--- src/rtl/mem_responder_pkg.sv ---
// Shared definitions for the memory responder: FSM state encoding and
// default fill / no-op values.
// Imported by mem_responder and its storage sub-module.
package mem_responder_pkg;

  // Power-up sequence: walk-clear the array, optionally stream a program in,
  // then run until the next reset.
  typedef enum logic [1:0] {
    ST_CLEAR = 2'd0,
    ST_LOAD  = 2'd1,
    ST_RUN   = 2'd2
  } state_e;

  localparam logic [7:0] DEF_INIT_VAL = 8'h00;
  localparam logic [7:0] DEF_NOP_VAL  = 8'h00;

endpackage

--- src/rtl/mem_responder_mem_array_2r1w.sv ---
// Purpose: DEPTH x DATA_W storage with two combinational read ports and one
//   synchronous write port. Latency: reads 0 cycles, write visible next cycle.
// Backpressure: none; a write is performed on every edge with we_i=1.
// Ports: clk; we_i/waddr_i/wdata_i write port; raddr_a_i/rdata_a_o and
//   raddr_b_i/rdata_b_o read ports. No reset: contents are set by the owner.
module mem_array_2r1w #(
  parameter int ADDR_W = 8,
  parameter int DATA_W = 8,
  parameter int DEPTH  = 256
) (
  input  logic              clk,
  input  logic              we_i,
  input  logic [ADDR_W-1:0] waddr_i,
  input  logic [DATA_W-1:0] wdata_i,
  input  logic [ADDR_W-1:0] raddr_a_i,
  output logic [DATA_W-1:0] rdata_a_o,
  input  logic [ADDR_W-1:0] raddr_b_i,
  output logic [DATA_W-1:0] rdata_b_o
);

  logic [DATA_W-1:0] mem_q [DEPTH];

  always_ff @(posedge clk) begin
    if (we_i) begin
      mem_q[waddr_i] <= wdata_i;
    end
  end

  // Reads see the pre-edge contents, so a same-cycle write to the read
  // address returns old data.
  assign rdata_a_o = mem_q[raddr_a_i];
  assign rdata_b_o = mem_q[raddr_b_i];

endmodule

--- src/rtl/mem_responder.sv ---
// Purpose: memory-side responder for a dual-port CPU memory; clears the array,
//   optionally loads a program byte stream, then serves fetch (A) and data (B).
// Latency: reads combinational; writes visible the cycle after the edge.
// Backpressure: load_ready is high only in LOAD; the stream stalls otherwise.
// Ports: clk/rst (sync, active-low); addr_a/instr_out fetch port;
//   addr_b/we_b/write_data_b/data_out_b data port; load_en/load_valid/
//   load_data/load_last/load_ready load stream; mem_ready, load_count status.
module mem_responder
  import mem_responder_pkg::*;
#(
  parameter int                ADDR_W   = 8,
  parameter int                DATA_W   = 8,
  parameter int                DEPTH    = 256,
  parameter logic [DATA_W-1:0] INIT_VAL = DATA_W'(DEF_INIT_VAL),
  parameter logic [DATA_W-1:0] NOP_VAL  = DATA_W'(DEF_NOP_VAL)
) (
  input  logic              clk,
  input  logic              rst,
  input  logic [ADDR_W-1:0] addr_a,
  output logic [DATA_W-1:0] instr_out,
  input  logic [ADDR_W-1:0] addr_b,
  input  logic              we_b,
  input  logic [DATA_W-1:0] write_data_b,
  output logic [DATA_W-1:0] data_out_b,
  input  logic              load_en,
  input  logic              load_valid,
  input  logic [DATA_W-1:0] load_data,
  input  logic              load_last,
  output logic              load_ready,
  output logic              mem_ready,
  output logic [ADDR_W:0]   load_count
);

  localparam logic [ADDR_W-1:0] LAST_ADDR = ADDR_W'(DEPTH - 1);

  state_e            state_q, state_d;
  logic [ADDR_W-1:0] ptr_q, ptr_d;
  logic [ADDR_W:0]   cnt_q, cnt_d;

  logic              wr_en;
  logic [ADDR_W-1:0] wr_addr;
  logic [DATA_W-1:0] wr_data;
  logic [DATA_W-1:0] rd_a, rd_b;

  // Next state plus the single write-port mux: the state alone decides who
  // owns the write port, so CLEAR/LOAD never contend with port B.
  always_comb begin
    state_d = state_q;
    ptr_d   = ptr_q;
    cnt_d   = cnt_q;
    wr_en   = 1'b0;
    wr_addr = ptr_q;
    wr_data = INIT_VAL;
    case (state_q)
      ST_CLEAR: begin
        wr_en = 1'b1;
        ptr_d = ptr_q + 1'b1;
        if (ptr_q == LAST_ADDR) begin
          state_d = load_en ? ST_LOAD : ST_RUN;
        end
      end
      ST_LOAD: begin
        if (load_valid) begin
          wr_en   = 1'b1;
          wr_data = load_data;
          ptr_d   = ptr_q + 1'b1;
          cnt_d   = cnt_q + 1'b1;
          // Filling the last word ends the load even without load_last.
          if (load_last || ptr_q == LAST_ADDR) begin
            state_d = ST_RUN;
          end
        end
      end
      ST_RUN: begin
        wr_en   = we_b;
        wr_addr = addr_b;
        wr_data = write_data_b;
      end
      default: begin
        state_d = ST_CLEAR;
        ptr_d   = '0;
      end
    endcase
  end

  always_ff @(posedge clk) begin
    if (!rst) begin
      state_q <= ST_CLEAR;
      ptr_q   <= '0;
      cnt_q   <= '0;
    end else begin
      state_q <= state_d;
      ptr_q   <= ptr_d;
      cnt_q   <= cnt_d;
    end
  end

  mem_array_2r1w #(
    .ADDR_W (ADDR_W),
    .DATA_W (DATA_W),
    .DEPTH  (DEPTH)
  ) u_mem (
    .clk       (clk),
    .we_i      (wr_en),
    .waddr_i   (wr_addr),
    .wdata_i   (wr_data),
    .raddr_a_i (addr_a),
    .rdata_a_o (rd_a),
    .raddr_b_i (addr_b),
    .rdata_b_o (rd_b)
  );

  assign mem_ready  = (state_q == ST_RUN);
  assign load_ready = (state_q == ST_LOAD);
  assign load_count = cnt_q;
  assign instr_out  = mem_ready ? rd_a : NOP_VAL;
  assign data_out_b = mem_ready ? rd_b : '0;

endmodule

--- config.mk ---
export PLATFORM = sky130hd
export DESIGN_NAME = mem_responder
export DESIGN_NICKNAME = d
export VERILOG_FILES = /design/src/rtl/mem_responder_pkg.sv /design/src/rtl/mem_responder_mem_array_2r1w.sv /design/src/rtl/mem_responder.sv
export SDC_FILE = /design/constraint.sdc
export NUM_CORES = 2
export LEC_CHECK = 0
export CAP_MARGIN = 20
export CORE_MARGIN = 5
export CORE_UTILIZATION = 48
export CTS_CLUSTER_SIZE = 16
export DETAILED_ROUTE_END_ITERATION = 6
export GPL_ROUTABILITY_DRIVEN = 0
export PLACE_DENSITY = 0.67
export SKIP_LAST_GASP = 1
export SLEW_MARGIN = 20
export SYNTH_ARGS = -nofsm -noshare
export SYNTH_HDL_FRONTEND = slang
export SYNTH_HIERARCHICAL = 1
export SYNTH_SLANG_ARGS = --single-unit
--- constraint.sdc ---
create_clock -name clk -period 12.3 [get_ports clk]
set_input_delay 2.46 -clock clk [delete_from_list [all_inputs] [get_ports clk]]
set_output_delay 2.46 -clock clk [all_outputs]
set_load 0.005 [all_outputs]
Yosys cells after proc, flatten, opt, wreduce, memory -nomap -nowiden. Memory sizes are Yosys's and may differ from the RTL's. Index checks and enable logic that the tools add are counted.

Add/sub/neg operators: 2. Equality and inequality tests: 6. Bitwise logic cells: 1. Reduce and logical (&&, ||, !) cells: 5. Muxes and demuxes: 16.

Operators by type and width (count): $mux 8 (5); $pmux 8 s3 (1); $pmux 8 s2 (1); $add 9x1->9 const B (1); $add 8x1->8 const B (1); $eq 8x8->1 const B (1); $mux 2 (4); $pmux 2 s3 (1); $ne 2x2->1 const B (2); $reduce_and 2->1 (2); $reduce_and 4->1 (1); $mux 1 (3); $pmux 1 s3 (1); $eq 2x1->1 const B (1); $eq 2x2->1 const B (1); $logic_not 2->1 (1); $ne 2x1->1 const B (1); $logic_or 1x1->1 (1); $not 1->1 (1).

Flip-flop bits (word level): 19. Memories: 1. Output and inout port bits: 27. Bits in writable memories: 2048.

Memory list: u_mem.mem_q (depth 256, width 8, read ports 2, clocked after Yosys merged registers in 0, write ports 1, line mem_responder_mem_array_2r1w.sv:21) `logic [DATA_W-1:0] mem_q [DEPTH];`.

Depth between registers and ports, before layout.
Depth after elaboration: 5. Mapped depth: 13. Depth with buffers taken out: 7.

Cells and area by module. Netlist, hierarchy kept.

Modules (own cells, without submodules): mem_array_2r1w (area an instance 96652.7 sq um, cells each 4831, times used 1, seq. area each 61499.0 sq um); mem_responder (area an instance 1413.9 sq um, cells each 161, times used 1, seq. area each 380.4 sq um).

Worst setup path before layout. Ideal clock, no wire load.

Path kind: input-to-reg. Start point: in load_valid. End point: mem u_mem.mem_q[0][0] (data pin). Arrival time: 9.109 ns. Cell stages on the path: 4. Data required time: 10.840 ns. Slack: 1.730 ns. Cells stage by stage: and2_2 -> buf_2 -> a22oi_1 -> nor2b_1.

Word-level cells in the longest chain between the ends: 2.

Ends and longest elaborated chain: from (decl) (line mem_responder.sv:26) `input logic load_valid,`; $mux 8 (line mem_responder.sv:63) `if (load_valid) begin`; $pmux 8 s2 (line mem_responder.sv:54) `case (state_q)`; net wr_data[0] (line mem_responder.sv:42) `logic [DATA_W-1:0] wr_data;`; to (decl) (line mem_responder_mem_array_2r1w.sv:21).

The timed path passes the listed nets, and every way through them passes these cells.

Worst setup path after layout.
Start point: in addr_a[0]. End point: out instr_out[5].

Word-level cells in the longest chain between the ends: 2.

Ends and longest elaborated chain: from (decl) (line mem_responder.sv:19) `input logic [ADDR_W-1:0] addr_a,`; $mem_v2 256x8; net rd_a[5] (line mem_responder.sv:43) `logic [DATA_W-1:0] rd_a, rd_b;`; $mux 8 (line mem_responder.sv:116) `assign instr_out = mem_ready ? rd_a : NOP_VAL;`; to (decl) (line mem_responder.sv:20) `output logic [DATA_W-1:0] instr_out,`.

The timed path passes the listed nets, and every way through them passes these cells.

==> flow_summary.json <==
{
  "numPortBuffers": 64,
  "grt_pass1_wl_mm": 424,
  "grt_start_max_net_pins": 241,
  "numCtsBuffers": 206,
  "postRouteAntennaNets": 0,
  "dieHeight_um": 462,
  "register_clock_pin_slew_on_the_reported_worst_setup_and_hold_paths_ns": 0.06,
  "critical_path_required_ns": 9.84,
  "worstPathCellList": "buf_8 -> buf_4 -> mux4_2 -> a22o_1 -> a221oi_1 -> o22ai_1 -> o32ai_1 -> nor3_1 -> and2_1 -> clkdlybuf4s50_1",
  "post-place-cells": 7527,
  "final.period_utilization_pct": 83.4,
  "leading_cell_type_by_number_of_instances_after_synthesis": "sky130_fd_sc_hd__edfxtp_1",
  "end_kind": "primary output",
  "placementRows": 166,
  "routed_via_density": 7.10,
  "synth-main-ff-cell": "sky130_fd_sc_hd__edfxtp_1",
  "fp.dieW_um": 462,
  "finish.utilization_pct": 52.9,
  "drt-wirelength-per-cell_um": 38.1,
  "ir_drop_v": 0.000166,
  "yosys_warnings": 6,
  "cts_resized": 0,
  "cts_hold_repair.buffers": 0,
  "number_of_library_cell_types_mapped_by_synthesis": 76,
  "timing.critical_path.slowest_stage_cell": "sky130_fd_sc_hd__o32ai_1",
  "gr-usage-all-layers_pct": 28.1,
  "layout.filler_cells": 15700,
  "critical_path.max_fanout": 57,
  "worst_min_path_class": "flip-flop to flip-flop",
  "initial_util_pct": 48.1,
  "finalSetupViolCount": 0,
  "timing.critical_path.from_type": "input port",
  "die_area_um2": 213000,
  "critical_path.max_stage_delay_ns": 0.89,
  "postSynth.asyncResetShare_pct": 0,
  "dp_hpwl_mm": 191,
  "slew_headroom_pct": 8.86,
  "vias": 56200,
  "power_per_cell_area_nw_per_um2": 141,
  "power_leakage_nw": 34.1,
  "synth_top_area_share_pct": 62.7,
  "nNetsFinal": 5095,
  "detail_route.wirelength_mm": 301,
  "syn-instance-count": 4992,
  "drt-pass1-iter-count": 6,
  "core_region_area_um2": 204000,
  "final_cells": 7912,
  "cts_setup_buffers": 0,
  "finClkSkew_ns": 0.0282,
  "post-synth-top-area-cell": "sky130_fd_sc_hd__edfxtp_1",
  "dr.first_iter.drc_count": 8320,
  "ff_latch_count_synth": 2067,
  "finalSetupTns_ns": 0,
  "most_instantiated_cells_after_synthesis": "2048 x sky130_fd_sc_hd__edfxtp_1, 1051 x sky130_fd_sc_hd__mux4_2, 306 x sky130_fd_sc_hd__nor2_1",
  "cp_data_arrival_time_ns": 7.79,
  "maxCapViolations": 0,
  "clock_tree.buffer_depth": 3,
  "min_clock_period_post_route_ns": 10.25,
  "final_layout_size_suffix_gt1_share_pct": 32.2,
  "cts_root_buffer": "sky130_fd_sc_hd__clkbuf_16",
  "syn-num-nets": 5036,
  "antenna_found_initial": 10,
  "setup_repair_after_global_routing_missed_its_margin": "no",
  "synth.yosys.seq_area_share_pct": 63.1,
  "outcome": "finished, final reports clean",
  "avgSynthCellArea_um2": 19.6,
  "max_clock_freq_mhz": 97.5,
  "area_delta_synth_final_pct": 10.1,
  "io-pin-count": 65,
  "tritoncts_clock_tree": "yes",
  "worst_skew_pair_latency_ns": 0.85,
  "timing_worst_slew_pin_value_ns": 1.35,
  "first_global_vias": 55500,
  "timing_hold_violations_final": 0,
  "globalRoute.totalOverflow": 0,
  "cts-htree-levels": 4,
  "drc_errors": 0,
  "timing.setup.critical_path_class": "input port to primary output",
  "netlist_top_cells_area": "sky130_fd_sc_hd__edfxtp_1 63%, sky130_fd_sc_hd__mux4_2 24%, sky130_fd_sc_hd__mux2i_1 2.4%",
  "synth_enable_flop_cells": 2048,
  "numClockSinks": 2067,
  "number_of_slew_limit_violations_in_the_final_report": 0,
  "post_synth_instance_area_um2": 98100
}
-- layer usage --
layer / up-vias / GRT usage [%] / share of wire (%)
met5: - / 0 / 0.021
met1: 29900 / 37.7 / 36
li1: 21700 / - / -
met3: 736 / 7.45 / 12
met4: 10 / 12.9 / 5.5
met2: 3899 / 43.6 / 47
-- critical path: cells and delay by family --
family          cells  cell delay [ns]
compound gates      4             2.09
buf+inv             3             1.75
mux                 1             0.59
simple gates        2             0.72
-- registers in the layout, summed over array words and instances, names as in the netlist --
signal       count
u_mem/mem_q   2048
load_count       9
state_q          2
ptr_q            8
-- worst paths after layout --
| kind | end | cells past startpoint | startpoint | slack [ns] |
|---|---|---|---|---|
| max | instr_out[5] | 10 | addr_a[0] | 2.05 |
| min | load_count[1] | 2 | load_count[1] | 0.55 |
| min reg2reg | load_count[1] | 2 | load_count[1] | 0.55 |
| max reg2reg | u_mem/mem_q[72][3] | 7 | state_q[1] | 7.29 |
-- area by class of cell --
type | instances | area (µm²) | share of cell area [%]
clock buffer | 246 | 5330 | 4.93
sequential | 2067 | 61900 | 57.3
timing repair buffer | 255 | 2390 | 2.22
tap | 2688 | 3360 | 3.12
multi-input combinational | 2510 | 33700 | 31.2
antenna | 6 | 15.0 | 0.0139
clock inverter | 129 | 1260 | 1.17
inverter | 11 | 45.0 | 0.0417
-- layout by cell type, fill, tap and decap left out, types with 23 or more instances in the layout --
cell type                         synthesis  routed
sky130_fd_sc_hd__edfxtp_1              2048    2048
sky130_fd_sc_hd__mux4_2                1051    1051
sky130_fd_sc_hd__nor2_1                 306     256
sky130_fd_sc_hd__mux2i_1                236     236
sky130_fd_sc_hd__clkbuf_16                0     207
sky130_fd_sc_hd__buf_4                   43     168
sky130_fd_sc_hd__nand2_1                123     123
sky130_fd_sc_hd__a21oi_1                 81      80
sky130_fd_sc_hd__a22oi_1                 70      70
sky130_fd_sc_hd__o221ai_1                65      65
sky130_fd_sc_hd__nand3_1                 56      56
sky130_fd_sc_hd__clkinv_1                 4      52
sky130_fd_sc_hd__clkdlybuf4s50_1          0      52
sky130_fd_sc_hd__nor2_2                   1      51
sky130_fd_sc_hd__o22ai_1                 49      49
sky130_fd_sc_hd__mux2_2                  46      46
sky130_fd_sc_hd__clkinv_2                 0      44
sky130_fd_sc_hd__clkbuf_1               140      39
sky130_fd_sc_hd__o21ai_0                 39      37
sky130_fd_sc_hd__and2_1                  35      35
sky130_fd_sc_hd__a221oi_1                32      32
sky130_fd_sc_hd__a211oi_1                31      30
sky130_fd_sc_hd__nor3_1                  26      26
sky130_fd_sc_hd__nor2b_1                 35      24
sky130_fd_sc_hd__buf_12                   8      23
-- where the power goes --
group	internal [W]	total [W]	switching [W]
sequential	0.00768	0.00771	0.0000269
combinational	0.000463	0.00128	0.000820
clock	0.00349	0.00620	0.00272
-- metrics by stage --
step	power, W	hold slack [ns]	cell area, µm²	setup slack, ns
finish	0.0152	0.555	108000	2.05
global route	0.0156	0.603	108000	1.94
CTS	0.0152	0.558	108000	2.22
detailed placement	0.00910	0.546	101000	2.23
global placement	0.00909	0.525	101000	2.30
floorplan	0.00863	0.485	98100	1.73
-- logic make-up after synthesis --
group / after synthesis / synth area share, %
compound gates: 492 / 3.68
simple gates: 666 / 3.18
xor+xnor: 13 / 0.116
fa+ha+maj: 6 / 0.0766
buf+inv: 415 / 2.78
mux: 1333 / 27.1
flops: 2067 / 63.1
(Power assumes the default switching activity.)
